## config.mk

```make
export PLATFORM = sky130hd
export DESIGN_NAME = fwd_lkp_arbiter
export DESIGN_NICKNAME = d
export VERILOG_FILES = /design/src/rtl/atm_lkp_pkg.sv /design/src/rtl/rr_arb_core.sv /design/src/rtl/fwd_lkp_arbiter.sv
export SDC_FILE = /design/constraint.sdc
export NUM_CORES = 1
export LEC_CHECK = 0
export BUFFER_PORTS_ARGS = -buffer_cell sky130_fd_sc_hd__buf_2
export CAP_MARGIN = 0
export CORE_MARGIN = 2
export CORE_UTILIZATION = 53
export CTS_BUF_LIST = sky130_fd_sc_hd__clkbuf_8
export DETAILED_ROUTE_END_ITERATION = 7
export GPL_TIMING_DRIVEN = 0
export MAX_ROUTING_LAYER = met4
export PLACE_DENSITY = 0.94
export SYNTH_ARGS = -nofsm -noshare
export SYNTH_HDL_FRONTEND = slang
export SYNTH_SLANG_ARGS = --single-unit
```

## constraint.sdc

```tcl
create_clock -name clk -period 9.28 [get_ports clk]
set_input_delay 0.928 -clock clk [delete_from_list [all_inputs] [get_ports clk]]
set_output_delay 0.928 -clock clk [all_outputs]
set_load 0.03 [all_outputs]
```

## src/rtl/atm_lkp_pkg.sv

```systemverilog
// Shared constants and types for the forwarding-table lookup arbiter.
// The tag carries a fixed-width one-hot id so it fits any requester count up to LKP_MAX_REQ.
package atm_lkp_pkg;

   localparam int LKP_ASIZE   = 8;
   localparam int LKP_DSIZE   = 20;
   localparam int LKP_RD_LAT  = 1;
   localparam int LKP_MAX_REQ = 8;

   typedef struct packed {
      logic                   vld;
      logic [LKP_MAX_REQ-1:0] id;
   } lkp_tag_t;

   function automatic logic [15:0] sat_inc16(input logic [15:0] v);
      return (v == 16'hFFFF) ? v : v + 16'd1;
   endfunction

endpackage

```

## src/rtl/rr_arb_core.sv

```systemverilog
// Combinational round-robin picker: rotate requests so ptr sits at bit 0,
// take the lowest set bit, then map the winner back to its real index.
module rr_arb_core #(
   parameter int NREQ = 4,
   parameter int PW   = $clog2(NREQ)
) (
   input  logic [NREQ-1:0] req,
   input  logic [PW-1:0]   ptr,
   output logic [NREQ-1:0] gnt,
   output logic [PW-1:0]   gnt_idx
);

   // Modulo-NREQ add done with an explicit subtract so non-power-of-2 NREQ wraps correctly.
   function automatic logic [PW-1:0] wrap_add(input logic [PW-1:0] base, input int k);
      logic [PW:0] s;
      s = {1'b0, base} + (PW+1)'(k);
      if (s >= (PW+1)'(NREQ)) s = s - (PW+1)'(NREQ);
      return s[PW-1:0];
   endfunction

   logic [NREQ-1:0] rot;
   logic [PW-1:0]   rot_sel;
   logic            found;

   always_comb begin
      rot = '0;
      for (int k = 0; k < NREQ; k++) rot[k] = req[wrap_add(ptr, k)];
   end

   always_comb begin
      found   = 1'b0;
      rot_sel = '0;
      for (int k = NREQ - 1; k >= 0; k--) begin
         if (rot[k]) begin
            found   = 1'b1;
            rot_sel = PW'(k);
         end
      end
   end

   always_comb begin
      gnt     = '0;
      gnt_idx = wrap_add(ptr, int'(rot_sel));
      if (found) gnt[gnt_idx] = 1'b1;
   end

endmodule

```

## src/rtl/fwd_lkp_arbiter.sv

```systemverilog
// Round-robin sharing of the forwarding-table read port between NREQ requesters,
// returning each entry to its requester as a one-hot tagged response.
module fwd_lkp_arbiter
   import atm_lkp_pkg::*;
#(
   parameter int NREQ   = 4,
   parameter int ASIZE  = LKP_ASIZE,
   parameter int DSIZE  = LKP_DSIZE,
   parameter int RD_LAT = LKP_RD_LAT
) (
   input  logic                  clk,
   input  logic                  rst,
   input  logic [NREQ-1:0]       req_valid,
   input  logic [NREQ*ASIZE-1:0] req_addr,
   output logic [NREQ-1:0]       req_ready,
   output logic [NREQ-1:0]       rsp_valid,
   output logic [DSIZE-1:0]      rsp_data,
   input  logic                  upd_hold,
   output logic                  lut_rden,
   output logic [ASIZE-1:0]      lut_addr,
   input  logic [DSIZE-1:0]      lut_rdata,
   input  logic                  cnt_clr,
   output logic [15:0]           grant_cnt,
   output logic                  busy
);

   localparam int PW = $clog2(NREQ);

   logic [NREQ-1:0] arb_req;
   logic [NREQ-1:0] arb_gnt;
   logic [PW-1:0]   arb_idx;
   logic            grant;

   logic [PW-1:0]    ptr_q,       ptr_d;
   logic             lut_rden_q,  lut_rden_d;
   logic [ASIZE-1:0] lut_addr_q,  lut_addr_d;
   logic [DSIZE-1:0] rsp_data_q,  rsp_data_d;
   logic [15:0]      grant_cnt_q, grant_cnt_d;
   lkp_tag_t         tag_q [RD_LAT+1];
   lkp_tag_t         tag_d [RD_LAT+1];
   logic             unused_tag_bits;

   // upd_hold masks requests before arbitration, so it always beats a same-cycle grant.
   assign arb_req = upd_hold ? '0 : req_valid;

   rr_arb_core #(
      .NREQ (NREQ),
      .PW   (PW)
   ) u_arb (
      .req     (arb_req),
      .ptr     (ptr_q),
      .gnt     (arb_gnt),
      .gnt_idx (arb_idx)
   );

   assign grant     = |arb_gnt;
   assign req_ready = arb_gnt;

   // Grant stage (T): pointer, issue registers and tag entry for stage 0.
   always_comb begin
      ptr_d       = ptr_q;
      lut_rden_d  = grant;
      lut_addr_d  = lut_addr_q;
      grant_cnt_d = grant_cnt_q;
      tag_d[0]    = '0;
      if (grant) begin
         ptr_d        = (arb_idx == PW'(NREQ - 1)) ? '0 : arb_idx + PW'(1);
         lut_addr_d   = req_addr[int'(arb_idx)*ASIZE +: ASIZE];
         tag_d[0].vld = 1'b1;
         tag_d[0].id  = LKP_MAX_REQ'(arb_gnt);
         grant_cnt_d  = sat_inc16(grant_cnt_q);
      end
      if (cnt_clr) grant_cnt_d = '0;
   end

   // Read stages (T+1 .. T+1+RD_LAT): tag shifts alongside the table access.
   always_comb begin
      for (int k = 1; k <= RD_LAT; k++) tag_d[k] = tag_q[k-1];
      rsp_data_d = tag_q[RD_LAT-1].vld ? lut_rdata : rsp_data_q;
   end

   always_comb begin
      busy = 1'b0;
      for (int k = 0; k <= RD_LAT; k++) busy = busy | tag_q[k].vld;
   end

   assign rsp_valid       = tag_q[RD_LAT].vld ? tag_q[RD_LAT].id[NREQ-1:0] : '0;
   assign rsp_data        = rsp_data_q;
   assign lut_rden        = lut_rden_q;
   assign lut_addr        = lut_addr_q;
   assign grant_cnt       = grant_cnt_q;
   assign unused_tag_bits = ^tag_q[RD_LAT].id;

   always_ff @(posedge clk) begin
      if (rst) begin
         ptr_q       <= '0;
         lut_rden_q  <= 1'b0;
         lut_addr_q  <= '0;
         rsp_data_q  <= '0;
         grant_cnt_q <= '0;
         for (int k = 0; k <= RD_LAT; k++) tag_q[k] <= '0;
      end else begin
         ptr_q       <= ptr_d;
         lut_rden_q  <= lut_rden_d;
         lut_addr_q  <= lut_addr_d;
         rsp_data_q  <= rsp_data_d;
         grant_cnt_q <= grant_cnt_d;
         for (int k = 0; k <= RD_LAT; k++) tag_q[k] <= tag_d[k];
      end
   end

endmodule

```

==> metrics <==
status finished, final reports clean; top-area cell type share of the netlist area 0.416; CP Capture Point req_ready[3]; GRT Residual Overflow 0; Crit Path Class in -> out; Worst-Margin Slew 686 ps; ys flop type dfxtp_1; IR drop worst, VDD 0.146 mV; CTS max path bufs 2; CP Max Fanout 11; initial DRC count 133; final worst slack 5010 ps; skew final 8.52 ps; H-tree depth 2; WP data required 8350 ps; Worst Reg-to-Reg Cells 18; FF-to-FF End grant_cnt[13]$_SDFFE_PP0P_; Yosys cell types 42; Sequential Power Share 0.344; clock latency on the worst-skew pair 300 ps; Setup Fix Bufs, Post-CTS 0; Gate Count Post-Synth between 200 and 300; Clock Sink Count 56; Static Leakage 0.00156 µW; Worst Setup Start Kind primary input; drt total wl roughly 6400 µm; cell area after synthesis 2690 µm²; number of diodes 0; Area Growth Syn to Fin 27.3%; hold_buf cts 0; clock power share 0.155; HP Class reg -> reg; number of global-route vias before repair 2,231; Finished Cell Area 3430 µm²; Async S/R FF share, synth 0; CTS tree done; via count 2,484; Setup violations, final 0; die width 75.3 µm; DRT antenna net count 0; #FFs+latches synth 56; mean cell area of the mapped netlist approximately 9.4 µm²; final setup TNS 0 ps; number of enable flip-flop cells after synthesis 0; fin crit period 4270 ps; # IOs 114; flop2flop setup slack ~5500 ps; crit path launch req_valid[2]; first-pass GRT wire length between 9000 and 10,000 µm; Synth Net Count 352; DP HPWL 5160 µm; sequential-to-total area share from yosys stat 0.416; fin crit share 0.460; Hold Vio Cnt, Final 0; count leader, synth dfxtp_1; Routed wire per std cell roughly 14 µm; internal power just over 500 µW; slew margin rel. 0.543; clk slew on worst S/H paths 100 ps; core area 4820 µm²; reg2reg start ptr_q[0]$_SDFFE_PP0P_; vias per std cell 5.25; I/O Buffers 111; Sw Share 0.422; most frequent cells after synthesis dfxtp_1, nor2_1, nand2_1, mux2i_1, a21oi_1; Pwr Density roughly 250 nW/µm²; cell accounting for the most synthesized area dfxtp_1; DR pass1 iterations 4; Die Height 75.3 µm; row count 25; DR DRC count 0; Synthesis Warnings 0; dpl cell area roughly 3300 µm²; layout cells sized above 1 0.377; Initial Util 0.559; RSZ-0062 raised after global routing no; crit path DAT about 3300 ps; fmax 0.234 GHz; Layout Nets 470; maxcap violations 0; most area-consuming cells after synthesis dfxtp_1, mux2i_1, mux4_2, nor2_1, nand2_1; die area about 5700 µm²; Setup crit end kind output port; Comb pwr share 0.501; net switching power 369 µW; initial antenna violation count 0; Resized Gates After CTS 0; max-slew violations 0; number of buffers created by CTS 5; GRT Total Usage 0.220; Root Buffer clkbuf_8; dpl ws 4940 ps; GP Congestion between 0.8 and 0.9; largest net degree at the start of global routing 20
-- registers in the layout, indices dropped and copies added (netlist names) --
name / cells
rsp_data: 20
grant_cnt: 16
tag_q: 10
lut_addr: 8
ptr_q: 2
-- stage by stage --
step,std cells,hold WS [ps],utilization,power [µW]
4_1_cts,473,453,0.712,876
5_1_grt,473,471,0.712,928
3_3_place_gp,465,424,0.692,726
6_report,473,449,0.712,873
3_5_place_dp,465,428,0.692,742
2_1_floorplan,287,414,-,638
-- cell usage in the layout (no fill, tap or decap), types with 6 or more instances in the layout --
cell and n:
a21oi_1 18, and2_1 8, buf_2 119, dfxtp_1 56, mux2i_1 21, mux4_2 8
nand2_1 28, nor2_1 43, nor2b_1 6, nor3_1 8, xnor2_1 9
-- cell families after synthesis --
logic type,count (synthesis),synth area share
AND/OR/NAND/NOR,127,0.242
flip-flops,56,0.416
AO/OA/AOI/OAI,34,0.0901
multiplexers,30,0.150
buffers and inverters,24,0.0399
XOR/XNOR,11,0.0386
adder cells (fa/ha/maj),5,0.0232
-- power by group through the flow --
stage	sequential, µW	combinational, µW	clock [µW]
2_1_floorplan	356	282	0
3_3_place_gp	302	424	0
3_5_place_dp	305	437	0
4_1_cts	299	439	138
5_1_grt	303	475	150
6_report	300	438	135
-- worst max-delay path: stages --
cell and delay [ps]:
buf_2 150, nor2_1 170, nor3_1 70, a21oi_1 140
o21ai_0 90, a21oi_1 120, nor2_1 70, ha_1 200
xor2_1 310, xnor2_2 200, buf_2 300, ha_1 270
and2_1 140, buf_2 190
-- layout make-up --
| class | instances | area (µm²) |
|---|---|---|
| fill | 396 | 1390 |
| timing repair buffer | 111 | 556 |
| multi-input combinational | 207 | 1470 |
| buffer | 19 | 88.8 |
| sequential | 56 | 1120 |
| inverter | 5 | 18.8 |
| clock buffer | 5 | 68.8 |
| tap | 67 | 83.8 |
| clock inverter | 3 | 27.5 |
-- worst min-delay path by stage --
stage / depth (start not counted) / slack (ps) / endpoint / start
floorplan: 1 / 410 / tag_q[0][10]$_SDFF_PP0_ / tag_q[0][1]$_SDFF_PP0_
global placement: 1 / 420 / tag_q[0][9]$_SDFF_PP0_ / tag_q[0][0]$_SDFF_PP0_
detailed placement: 1 / 430 / tag_q[0][11]$_SDFF_PP0_ / tag_q[0][2]$_SDFF_PP0_
CTS: 1 / 450 / tag_q[0][11]$_SDFF_PP0_ / tag_q[0][2]$_SDFF_PP0_
global route: 1 / 470 / tag_q[0][11]$_SDFF_PP0_ / tag_q[0][2]$_SDFF_PP0_
finish: 1 / 450 / tag_q[0][12]$_SDFF_PP0_ / tag_q[0][3]$_SDFF_PP0_
-- per-layer routing --
metal / wire length, µm / track usage
met1: 2590 / 0.246
met2: 3420 / 0.404
met3: 407 / 0.0463
met4: 31 / 0.0429
met5: 0 / -
(Power assumes the default switching activity.)
